===== config.mk =====
export PLATFORM = sky130hd
export DESIGN_NAME = fft_peak_finder
export DESIGN_NICKNAME = d
export VERILOG_FILES = /design/src/rtl/fft_peak_finder.sv
export SDC_FILE = /design/constraint.sdc
export NUM_CORES = 1
export LEC_CHECK = 0
export ABC_AREA = 1
export ABC_CLOCK_PERIOD_IN_PS = 4300
export BUFFER_PORTS_ARGS = -buffer_cell sky130_fd_sc_hd__buf_2
export CAP_MARGIN = 20
export CORE_MARGIN = 1.5
export CORE_UTILIZATION = 45
export CTS_BUF_LIST = sky130_fd_sc_hd__clkbuf_4 sky130_fd_sc_hd__clkbuf_8
export DETAILED_ROUTE_END_ITERATION = 10
export GPL_ROUTABILITY_DRIVEN = 0
export PLACE_DENSITY = 0.67
export SYNTH_ARGS = -nofsm -noshare
export SYNTH_HDL_FRONTEND = slang
export SYNTH_SLANG_ARGS = --single-unit

===== constraint.sdc =====
create_clock -name clk -period 4.3 [get_ports clk]
set_input_delay 0.645 -clock clk [delete_from_list [all_inputs] [get_ports clk]]
set_output_delay 0.645 -clock clk [all_outputs]
set_load 0.005 [all_outputs]

===== src/rtl/fft_peak_finder.sv =====
`default_nettype none
// ============================================================================
// Module   : fft_peak_finder
// Purpose  : Per-frame peak search over post-FFT magnitude-squared bins.
//            Result is held on a ready/valid port, with overrun/framing flags.
// Revision : 1.0
// ============================================================================
module fft_peak_finder #(
    parameter int W       = 16,
    parameter int N_BINS  = 1024,
    parameter int MIN_BIN = 1,
    parameter int MAX_BIN = 511,
    parameter int IDX_W   = $clog2(N_BINS)
) (
    input  logic             clk,
    input  logic             reset_n,
    input  logic             mag_valid,
    input  logic             mag_sop,
    input  logic [2*W:0]     mag_sq,
    input  logic [2*W:0]     threshold,
    output logic             peak_valid,
    input  logic             peak_ready,
    output logic [2*W:0]     peak_mag,
    output logic [IDX_W-1:0] peak_bin,
    output logic             peak_above,
    output logic             frame_err,
    output logic             overrun,
    input  logic             ovr_clr
);

    localparam int MAG_W = 2*W + 1;

    localparam logic [0:0] S_SYNC  = 1'b0;
    localparam logic [0:0] S_ACCUM = 1'b1;

    // Window bounds carry one extra bit so neither comparison degenerates
    // to a constant when MIN_BIN=0 or MAX_BIN=N_BINS-1.
    localparam logic [IDX_W:0]   c_min_bin  = (IDX_W+1)'(MIN_BIN);
    localparam logic [IDX_W:0]   c_max_bin  = (IDX_W+1)'(MAX_BIN);
    localparam logic [IDX_W-1:0] c_last_bin = IDX_W'(N_BINS - 1);

    logic [0:0]       r_state;
    logic [0:0]       w_state_nxt;
    logic [IDX_W-1:0] r_bin_cnt;
    logic [MAG_W-1:0] r_best_mag;
    logic [IDX_W-1:0] r_best_bin;
    logic             r_peak_valid;
    logic [MAG_W-1:0] r_peak_mag;
    logic [IDX_W-1:0] r_peak_bin;
    logic             r_peak_above;
    logic             r_frame_err;
    logic             r_overrun;

    logic             w_take;
    logic             w_abort;
    logic [IDX_W-1:0] w_bin;
    logic [IDX_W:0]   w_bin_ext;
    logic             w_load_min;
    logic             w_upd;
    logic             w_frame_end;
    logic [MAG_W-1:0] w_best_mag_nxt;
    logic [IDX_W-1:0] w_best_bin_nxt;

    always_ff @(posedge clk or negedge reset_n) begin
        if (!reset_n) begin
            r_state <= S_SYNC;
        end else begin
            r_state <= w_state_nxt;
        end
    end

    // A sop always redefines the current sample as bin 0; in ACCUM it aborts
    // the frame unless the counter had already wrapped.
    always_comb begin
        w_state_nxt = r_state;
        w_take      = 1'b0;
        w_abort     = 1'b0;
        w_bin       = r_bin_cnt;
        case (r_state)
            S_SYNC: begin
                if (mag_valid && mag_sop) begin
                    w_take      = 1'b1;
                    w_bin       = '0;
                    w_state_nxt = S_ACCUM;
                end
            end
            S_ACCUM: begin
                if (mag_valid) begin
                    w_take = 1'b1;
                    if (mag_sop) begin
                        w_bin   = '0;
                        w_abort = (r_bin_cnt != '0);
                    end
                end
            end
            default: w_state_nxt = S_SYNC;
        endcase
    end

    assign w_bin_ext   = {1'b0, w_bin};
    assign w_load_min  = w_take && (w_bin_ext == c_min_bin);
    assign w_upd       = w_take && (w_bin_ext > c_min_bin) && (w_bin_ext <= c_max_bin)
                         && (mag_sq > r_best_mag);
    assign w_frame_end = w_take && (w_bin == c_last_bin);

    // The last bin may itself be in the window, so the result is taken from
    // the post-update best values rather than the registers.
    always_comb begin
        w_best_mag_nxt = r_best_mag;
        w_best_bin_nxt = r_best_bin;
        if (w_load_min || w_upd) begin
            w_best_mag_nxt = mag_sq;
            w_best_bin_nxt = w_bin;
        end
    end

    always_ff @(posedge clk or negedge reset_n) begin
        if (!reset_n) begin
            r_bin_cnt  <= '0;
            r_best_mag <= '0;
            r_best_bin <= '0;
        end else begin
            if (w_take) begin
                r_bin_cnt <= w_bin + IDX_W'(1);
            end
            r_best_mag <= w_best_mag_nxt;
            r_best_bin <= w_best_bin_nxt;
        end
    end

    always_ff @(posedge clk or negedge reset_n) begin
        if (!reset_n) begin
            r_peak_valid <= 1'b0;
            r_peak_mag   <= '0;
            r_peak_bin   <= '0;
            r_peak_above <= 1'b0;
            r_frame_err  <= 1'b0;
            r_overrun    <= 1'b0;
        end else begin
            r_frame_err <= w_abort;
            if (w_frame_end) begin
                r_peak_valid <= 1'b1;
                r_peak_mag   <= w_best_mag_nxt;
                r_peak_bin   <= w_best_bin_nxt;
                r_peak_above <= (w_best_mag_nxt >= threshold);
            end else if (r_peak_valid && peak_ready) begin
                r_peak_valid <= 1'b0;
            end
            if (w_frame_end && r_peak_valid && !peak_ready) begin
                r_overrun <= 1'b1;
            end else if (ovr_clr) begin
                r_overrun <= 1'b0;
            end
        end
    end

    assign peak_valid = r_peak_valid;
    assign peak_mag   = r_peak_mag;
    assign peak_bin   = r_peak_bin;
    assign peak_above = r_peak_above;
    assign frame_err  = r_frame_err;
    assign overrun    = r_overrun;

endmodule
`default_nettype wire


# Yosys cells after proc, flatten, opt, wreduce, memory -nomap -nowiden
# Index checks and enable logic that the tools add are counted.
# totals
ff_bits	101
latchBits	0
mem_bits_rw	0
mem_bits_ro	0
input_bits	72
out_inout_bits	47
elab_cells	49
n_memories	0
# classes
add_sub_neg	1
n_mul	0
div_mod_pow	0
n_lt_le_gt_ge	4
n_eq_ne	2
shifts	0
n_mux	17
bitwise_logic	1
n_reduce_logical	14
# op_table
operator	count
10-bit two-way mux	4
33-bit >= comparator	1
33-bit > comparator	1
33-bit two-way mux	1
10-bit case mux with 2 select lines	1
10-bit by 1-bit adder with 10-bit output, second input constant	1
10-bit by 1-bit equality test with 1-bit output, second input constant	1
10-bit equality test, second input constant	1
10-bit by 1-bit > comparator with 1-bit output, second input constant	1
10-bit by 9-bit <= comparator with 1-bit output, second input constant	1
1-bit two-way mux	10
10-bit nonzero test	1
1-bit logical AND	9
2-bit nonzero test	2
1-bit case mux with 2 select lines	1
1-bit logical NOT	1
1-bit logical OR	1
1-bit NOT	1

# Depth between registers and ports, before layout
# Gate-level depths: netlist (run 1).
# depth
depth_word	10
mapped_depth	30
ltp_nobuf	29

# Worst setup path after synthesis (run 1)
# OpenSTA, ideal clock, no wires.
# synth_timing
path_type	input-to-reg
start	input port mag_valid
end	register r_peak_above (netlist: peak_above)
setup_ps	65
arrival_ps	3402
required_time_ps	4235
setup_slack_ps	833
cell_stages	22
path_buffers	1
cell_sequence	nand2_2 > inv_2 > nor2_1 > inv_1 > ha_1 > o211ai_1 > nand3_1 > nor2_1 > nand2_1 > nand2_1 > buf_2 > nand2_1 > and2_1 > ha_1 > nand2_1 > nor2_1 > nand2_1 > nor4_1 > nand4_1 > nand4_1 > nand2_1 > nand2_1
# synth_via
elab_chain_cells	10
# synth_lines
item	line	text
start: declaration	17	input logic mag_valid,
1-bit logical AND	81	if (mag_valid && mag_sop) begin
10-bit two-way mux	81	
10-bit case mux with 2 select lines	79	case (r_state)
10-bit by 1-bit > comparator with 1-bit output	102	assign w_upd = w_take && (w_bin_ext > c_min_bin) && (w_bin_ext <= c_max_bin)
1-bit logical AND (2 in a row)	102	
1-bit logical AND	103	&& (mag_sq > r_best_mag);
1-bit logical OR *	111	if (w_load_min || w_upd) begin
33-bit two-way mux *	111	
named net w_best_mag_nxt[31]	61	logic [MAG_W-1:0] w_best_mag_nxt;
33-bit >= comparator *	145	r_peak_above <= (w_best_mag_nxt >= threshold);
end signal: assignment	145	
end: declaration	50	logic r_peak_above;
# Mark *: on every way through the listed nets, which the timed path passes. The rest lies on a longest branch.
# A chain may end at the register's enable or synchronous reset.

# Worst setup path after layout (run 1)
# layout_timing
start	input port mag_sq[32]
end	register r_peak_above (netlist: peak_above)
# layout_via
elab_chain_cells	5
# layout_lines
item	line	text
start: declaration	19	input logic [2*W:0] mag_sq,
33-bit > comparator	103	
1-bit logical AND	103	
1-bit logical OR	111	
33-bit two-way mux *	111	
named net w_best_mag_nxt[32]	61	
33-bit >= comparator *	145	
# Marks and branches as above.

==> impl_metrics.ini, run 1 <==
[status]
status = completed

[timing]
fmax_ghz = 0.279
slew_violations = 0
relSlewSlack = 0.330
setup_violations = 0
min_period_ps = 3590
hold_slack_ps = 409
worstMarginPinSlew_ps = 1000
setup_tns_ps = 0
finalClockSkew_ps = 11.6
hold_viol_final = 0
setup_ws_ps = 713
period_share = 0.834
rsz0062_at_grt = false

[synth]
synth_cell_type_count = 28
yosysSeqAreaShare = 0.402
synth_area_leader_cell = dfrtp_1
synthesis.nets = 969
synth_xor_area_frac = 0.00836
synth_area_per_cell_um2 = 7.59
syn-instance-count = 828
synth_top_family_by_area = simple AND/OR/NAND/NOR gates
synth_commonest_cells = nand2_1 (230), inv_1 (152), dfrtp_1 (101)
synth_edf_count = 0
ys_warn_count = 0
synth-main-ff-cell = dfrtp_1
synth_area_um2 = 6290
synthMuxAreaShare = 0
ys_top_cells_by_area = dfrtp_1 (40%), ha_1 (14%), nand2_1 (14%)
synth_top_area_share = 0.402
synth_seq_cells = 101
synth_compound_area_frac = 0.0368
synthMostInstantiatedCell = nand2_1
synth_simple_gate_area_frac = 0.306
synth-adder-area-share = 0.137
async_flop_share = 1.00

[global_route]
busiest_layer = met2
grt.met3_usage = 0.0348
grt_pass1_wl_mm = 25.0
grt_pass1_vias = 5005
grt_max_degree = 78
track_usage = 0.222
grt_use_met1 = 0.325
grtUsageMet2 = 0.331
antenna_found_initial = 0
grt.overflow.total = 0

[clocking]
clk_latency_ps = 390
cts-hold-fix-buffers = 0
cts_tree = built
htree_levels = 3
cts_root_buf = clkbuf_8
cts.sinks = 101
clkTransAtPathRegs_ps = 100
ctsResizeCount = 0
cts_setup_buffers = 0
cts_buffer_depth = 2
cts_inserted_buffers = 9

[placed_design]
portBuffers = 118
dpl.hpwl_mm = 11.3
place_ws_ps = 289

[worst_setup_path]
cp_slowest_cell = buf_4
cp_max_fo = 27
cpMostUsedCell = nand2_1
critPathTopFamily = simple AND/OR/NAND/NOR gates
start_kind = primary input
required_ps = 4630
cp_slowest_stage_delay_ps = 340
crit_type = primary input to flip-flop
critPathCaptureType = flip-flop
worstPathArrival_ps = 3910
crit_chain = buf_2 > ha_1 > nand2_1 > nor2_1 > nand2_1 > nor2_1 > and3_1 > nor2_1 > nand2_1 > buf_4 > nand3_1 > and2_1 > ha_1 > nand2_1 > nor2_1 > nand2_1 > nor4_1 > nand4_1 > nand4_1 > nand2_1 > nand2_1
crit_buf_inv = 2

[route]
wl_per_cell_um = 13.7
firstDrtPassIters = 5
routed_wl_mm = 15.4
drtIter0Drc = 326
vias = 5428
vias_per_cell = 4.80
ant_nets = 0
drc = 0

[final_layout]
fin_nets = 1087
layout-drive-gt1-share = 0.161
antenna_cells = 0
areaGrowthSynthToFinish_pct = 16.7

[flow_run]
maxCapViolations = 0

[die]
core-area_um2 = 13800
start_util = 0.456
dieArea_um2 = 14700
die_w_um = 121
num_io_pins = 119
die_y_um = 121
rows = 43

[pwr]
leakage_nw = 4.40
ir_worst_vdd_mv = 0.203
power_density_nw_per_um2 = 511

[hold_path]
hp-class = primary input to asynchronous set/reset pin
placed cells by master, fill, tap and decap left out, types with 14 or more instances in the layout:
| master | netlist | final |
|---|---|---|
| nand2_1 | 230 | 230 |
| inv_1 | 152 | 152 |
| buf_2 | 12 | 117 |
| dfrtp_1 | 101 | 101 |
| nand3_1 | 96 | 96 |
| ha_1 | 69 | 69 |
| and2_1 | 41 | 41 |
| nor2_1 | 36 | 36 |
| a21oi_1 | 27 | 27 |
| nand4_1 | 14 | 14 |
per-stage QoR:
| step | cells | power, mW | cell area, µm² | utilization |
|---|---|---|---|---|
| 3_3_place_gp | 1115 | 2.97 | 7100 | 0.515 |
| 6_report | 1131 | 3.75 | 7340 | 0.533 |
| 2_1_floorplan | 828 | 2.55 | 6290 | - |
| 3_5_place_dp | 1115 | 3.00 | 7100 | 0.515 |
| 4_1_cts | 1131 | 3.77 | 7340 | 0.533 |
| 5_1_grt | 1131 | 4.11 | 7340 | 0.533 |
kinds of logic (layout without fill, tap and decap cells):
family          Yosys count  after routing
fa+ha+maj                69             69
buf+inv                 179            302
simple gates            430            430
flops                   101            101
compound gates           43             43
xor+xnor                  6              6
state kept, by name (all words and copies together), names as in the netlist:
signal,flops
frame_err,1
overrun,1
peak_above,1
peak_bin,10
peak_mag,33
peak_valid,1
r_best_bin,10
r_best_mag,33
r_bin_cnt,10
r_state,1
worst paths after layout:
| check | start | endpoint | slack [ps] | depth (start not counted) |
|---|---|---|---|---|
| worst min register to register | peak_mag[16] | peak_mag[16] | 480 | 2 |
| worst max-delay path | mag_sq[32] | peak_above | 710 | 21 |
| worst max register to register | r_best_mag[32] | peak_above | 720 | 21 |
| worst min-delay path | reset_n | peak_bin[3] | 410 | 1 |
| max in group asynchronous | reset_n | r_best_mag[18] | 2960 | 2 |
| min in group clk | ovr_clr | overrun | 440 | 2 |
final cells by class:
type                    instances  area (µm²)
clock buffers                  10         131
inverters                     159         597
repair buffers                127         673
multi-input cells             548        3070
fillers                      1365        6430
flip-flops and latches        101        2530
clock inverters                 6         111
well taps                     180         225
per-layer routing:
metal	vias to the layer above	share of wire
met2	142	0.42
met4	0	0.020
met5	-	0
met1	2434	0.51
met3	22	0.051
li1	2830	-
where the power goes:
group          internal (mW)  switching (mW)  total, mW  leakage [nW]
registers               1.15          0.0583       1.21          1.28
clock network          0.393           0.354      0.747         0.120
logic                  0.703            1.09       1.80          3.01
total                   2.25            1.50       3.75          4.40
worst register-to-register path: cells and delay by family, from the launching register on:
kind / cells / cell delay, ps
flops: 1 / 330
buf+inv: 2 / 390
simple gates: 17 / 2210
fa+ha+maj: 2 / 590
No activity file was read; power rests on OpenSTA's default activity.
==> run 2: changes to the inputs <==
Settings changed: ABC_CLOCK_PERIOD_IN_PS 4300 to 3500.
Clock period 4.3 ns to 3.5 ns, I/O delays scaled along.
==> impl_metrics.ini, run 2 (synthesis results as in run 1) <==
[die]
dieArea_um2 = 14700
rows = 43
die_y_um = 121
die_w_um = 121
core-area_um2 = 13800
num_io_pins = 119
start_util = 0.456

[route]
wl_per_cell_um = 13.9
drc = 0
ant_nets = 0
vias_per_cell = 4.81
firstDrtPassIters = 4
drtIter0Drc = 291
routed_wl_mm = 16.6
vias = 5747

[worst_setup_path]
critPathTopFamily = simple AND/OR/NAND/NOR gates
cp_max_fo = 6
cp_slowest_stage_delay_ps = 350
rrSetupSlack_ps = 180
crit_type = flip-flop to flip-flop
worstPathArrival_ps = 3660
crit_chain = inv_1 > ha_1 > nand2_1 > nor2_2 > nand2_1 > nor2_2 > nand2_1 > nand2_1 > nor2_1 > nand2_2 > nand2_8 > nand2_8 > buf_6 > nand2_1 > and2_1 > ha_1 > nand4_1 > nor4_2 > nand3_1 > nand4_1 > nand2_1 > nand2_1
crit_buf_inv = 2
critPathCaptureType = flip-flop
cp_slowest_cell = nor4_2
required_ps = 3830
cpMostUsedCell = nand2_1
start_kind = flip-flop

[clocking]
clkTransAtPathRegs_ps = 110
cts_tree = built
clk_latency_ps = 390
cts_buffer_depth = 2
cts.sinks = 101
cts_root_buf = clkbuf_8
cts_inserted_buffers = 9
htree_levels = 3

[final_layout]
fin_nets = 1151
final_cell_mix = nand2_1 (225), inv_1 (151), buf_2 (117)
areaGrowthSynthToFinish_pct = 29.4
design_area_um2 = 8140
final_common_cell = nand2_1
antenna_cells = 0
layout-drive-gt1-share = 0.243
fill_cells = 1286

[timing]
relSlewSlack = 0.432
min_period_ps = 3320
hold_viol_final = 0
setup_violations = 0
slew_violations = 0
fmax_ghz = 0.301
rsz0062_at_grt = false
finalClockSkew_ps = 13.4
worstMarginPinSlew_ps = 851
period_share = 0.949
hold_slack_ps = 199

[status]
status = completed

[pwr]
power_density_nw_per_um2 = 662
ir_worst_vdd_mv = 0.386
leakage_nw = 4.77
total_power_mw = 5.38

[global_route]
grt_pass1_vias = 5432
grt_pass1_wl_mm = 26.1
antenna_found_initial = 0
grt_max_degree = 57
track_usage = 0.230
grt.overflow.total = 0

[flow_run]
maxCapViolations = 0

[hold_path]
hp-class = primary input to asynchronous set/reset pin

[placed_design]
portBuffers = 118
place_area_um2 = 7560
dpl.hpwl_mm = 12.2
run 2: changes by cell type in the layout (fill, tap and decap cells not counted), sizes merged:
cell,previous run,this run
inv,158,159
clkbuf,10,13
clkinvlp,1,0
buf,127,188
run 2: what timing repair did:
item                       in CTS  in global routing
hold buffers                    0                  0
resized for setup               0                 46
hold endpoints to repair        0                  0
setup buffers                   0                  1
setup endpoints to repair       0                  1
run 2: cell type report:
class                      count  area [µm²]  area share
multi-input combinational    548        3290       0.405
sequential                   101        2530       0.311
timing repair buffer         191        1250       0.154
inverter                     159         597      0.0734
tap                          180         225      0.0277
clock buffer                  10         131      0.0161
clock inverter                 6         109      0.0134
run 2: metrics by stage:
| stage | setup slack, ps | util | TNS, ps | instances |
|---|---|---|---|---|
| after global routing | 10.0 | 0.591 | 0 | 1195 |
| after global placement | -119 | 0.549 | -119 | 1175 |
| after floorplan | 153 | - | 0 | 828 |
| final | 178 | 0.591 | 0 | 1195 |
| after detailed placement | -158 | 0.549 | -158 | 1175 |
| after CTS | 86.8 | 0.566 | 0 | 1191 |
run 2: worst register-to-register path, cell delays in order (launching register included):
cell	delay, ps
dfrtp_1	330
inv_1	60
ha_1	290
nand2_1	80
nor2_2	120
nand2_1	120
nor2_2	180
nand2_1	70
nand2_1	60
nor2_1	50
nand2_2	120
nand2_8	100
nand2_8	120
buf_6	140
nand2_1	70
and2_1	150
ha_1	310
nand4_1	170
nor4_2	350
nand3_1	140
nand4_1	100
nand2_1	60
nand2_1	70
run 2: report_power, final:
group	switching (mW)	total [mW]	leakage (nW)	internal (mW)
logic	1.58	2.98	3.37	1.40
registers	0.0695	1.49	1.28	1.42
clock network	0.431	0.915	0.124	0.483
run 2: final timing paths:
kind | endpoint | cells past startpoint | from
worst max-delay path | peak_above | 22 | r_best_mag[32]
worst min-delay path | peak_mag[9] | 1 | reset_n
worst max register to register | peak_above | 22 | r_best_mag[32]
worst min register to register | peak_mag[25] | 2 | peak_mag[25]
max in group asynchronous | peak_mag[29] | 2 | reset_n
min in group clk | overrun | 2 | ovr_clr
run 2: layer usage:
metal | wire [µm] | share of wire | GRT usage
met2 | 7360 | 0.44 | 0.360
met4 | 294 | 0.018 | 0.0699
met3 | 683 | 0.041 | 0.0348
met1 | 8210 | 0.50 | 0.328
met5 | 0 | 0 | 0
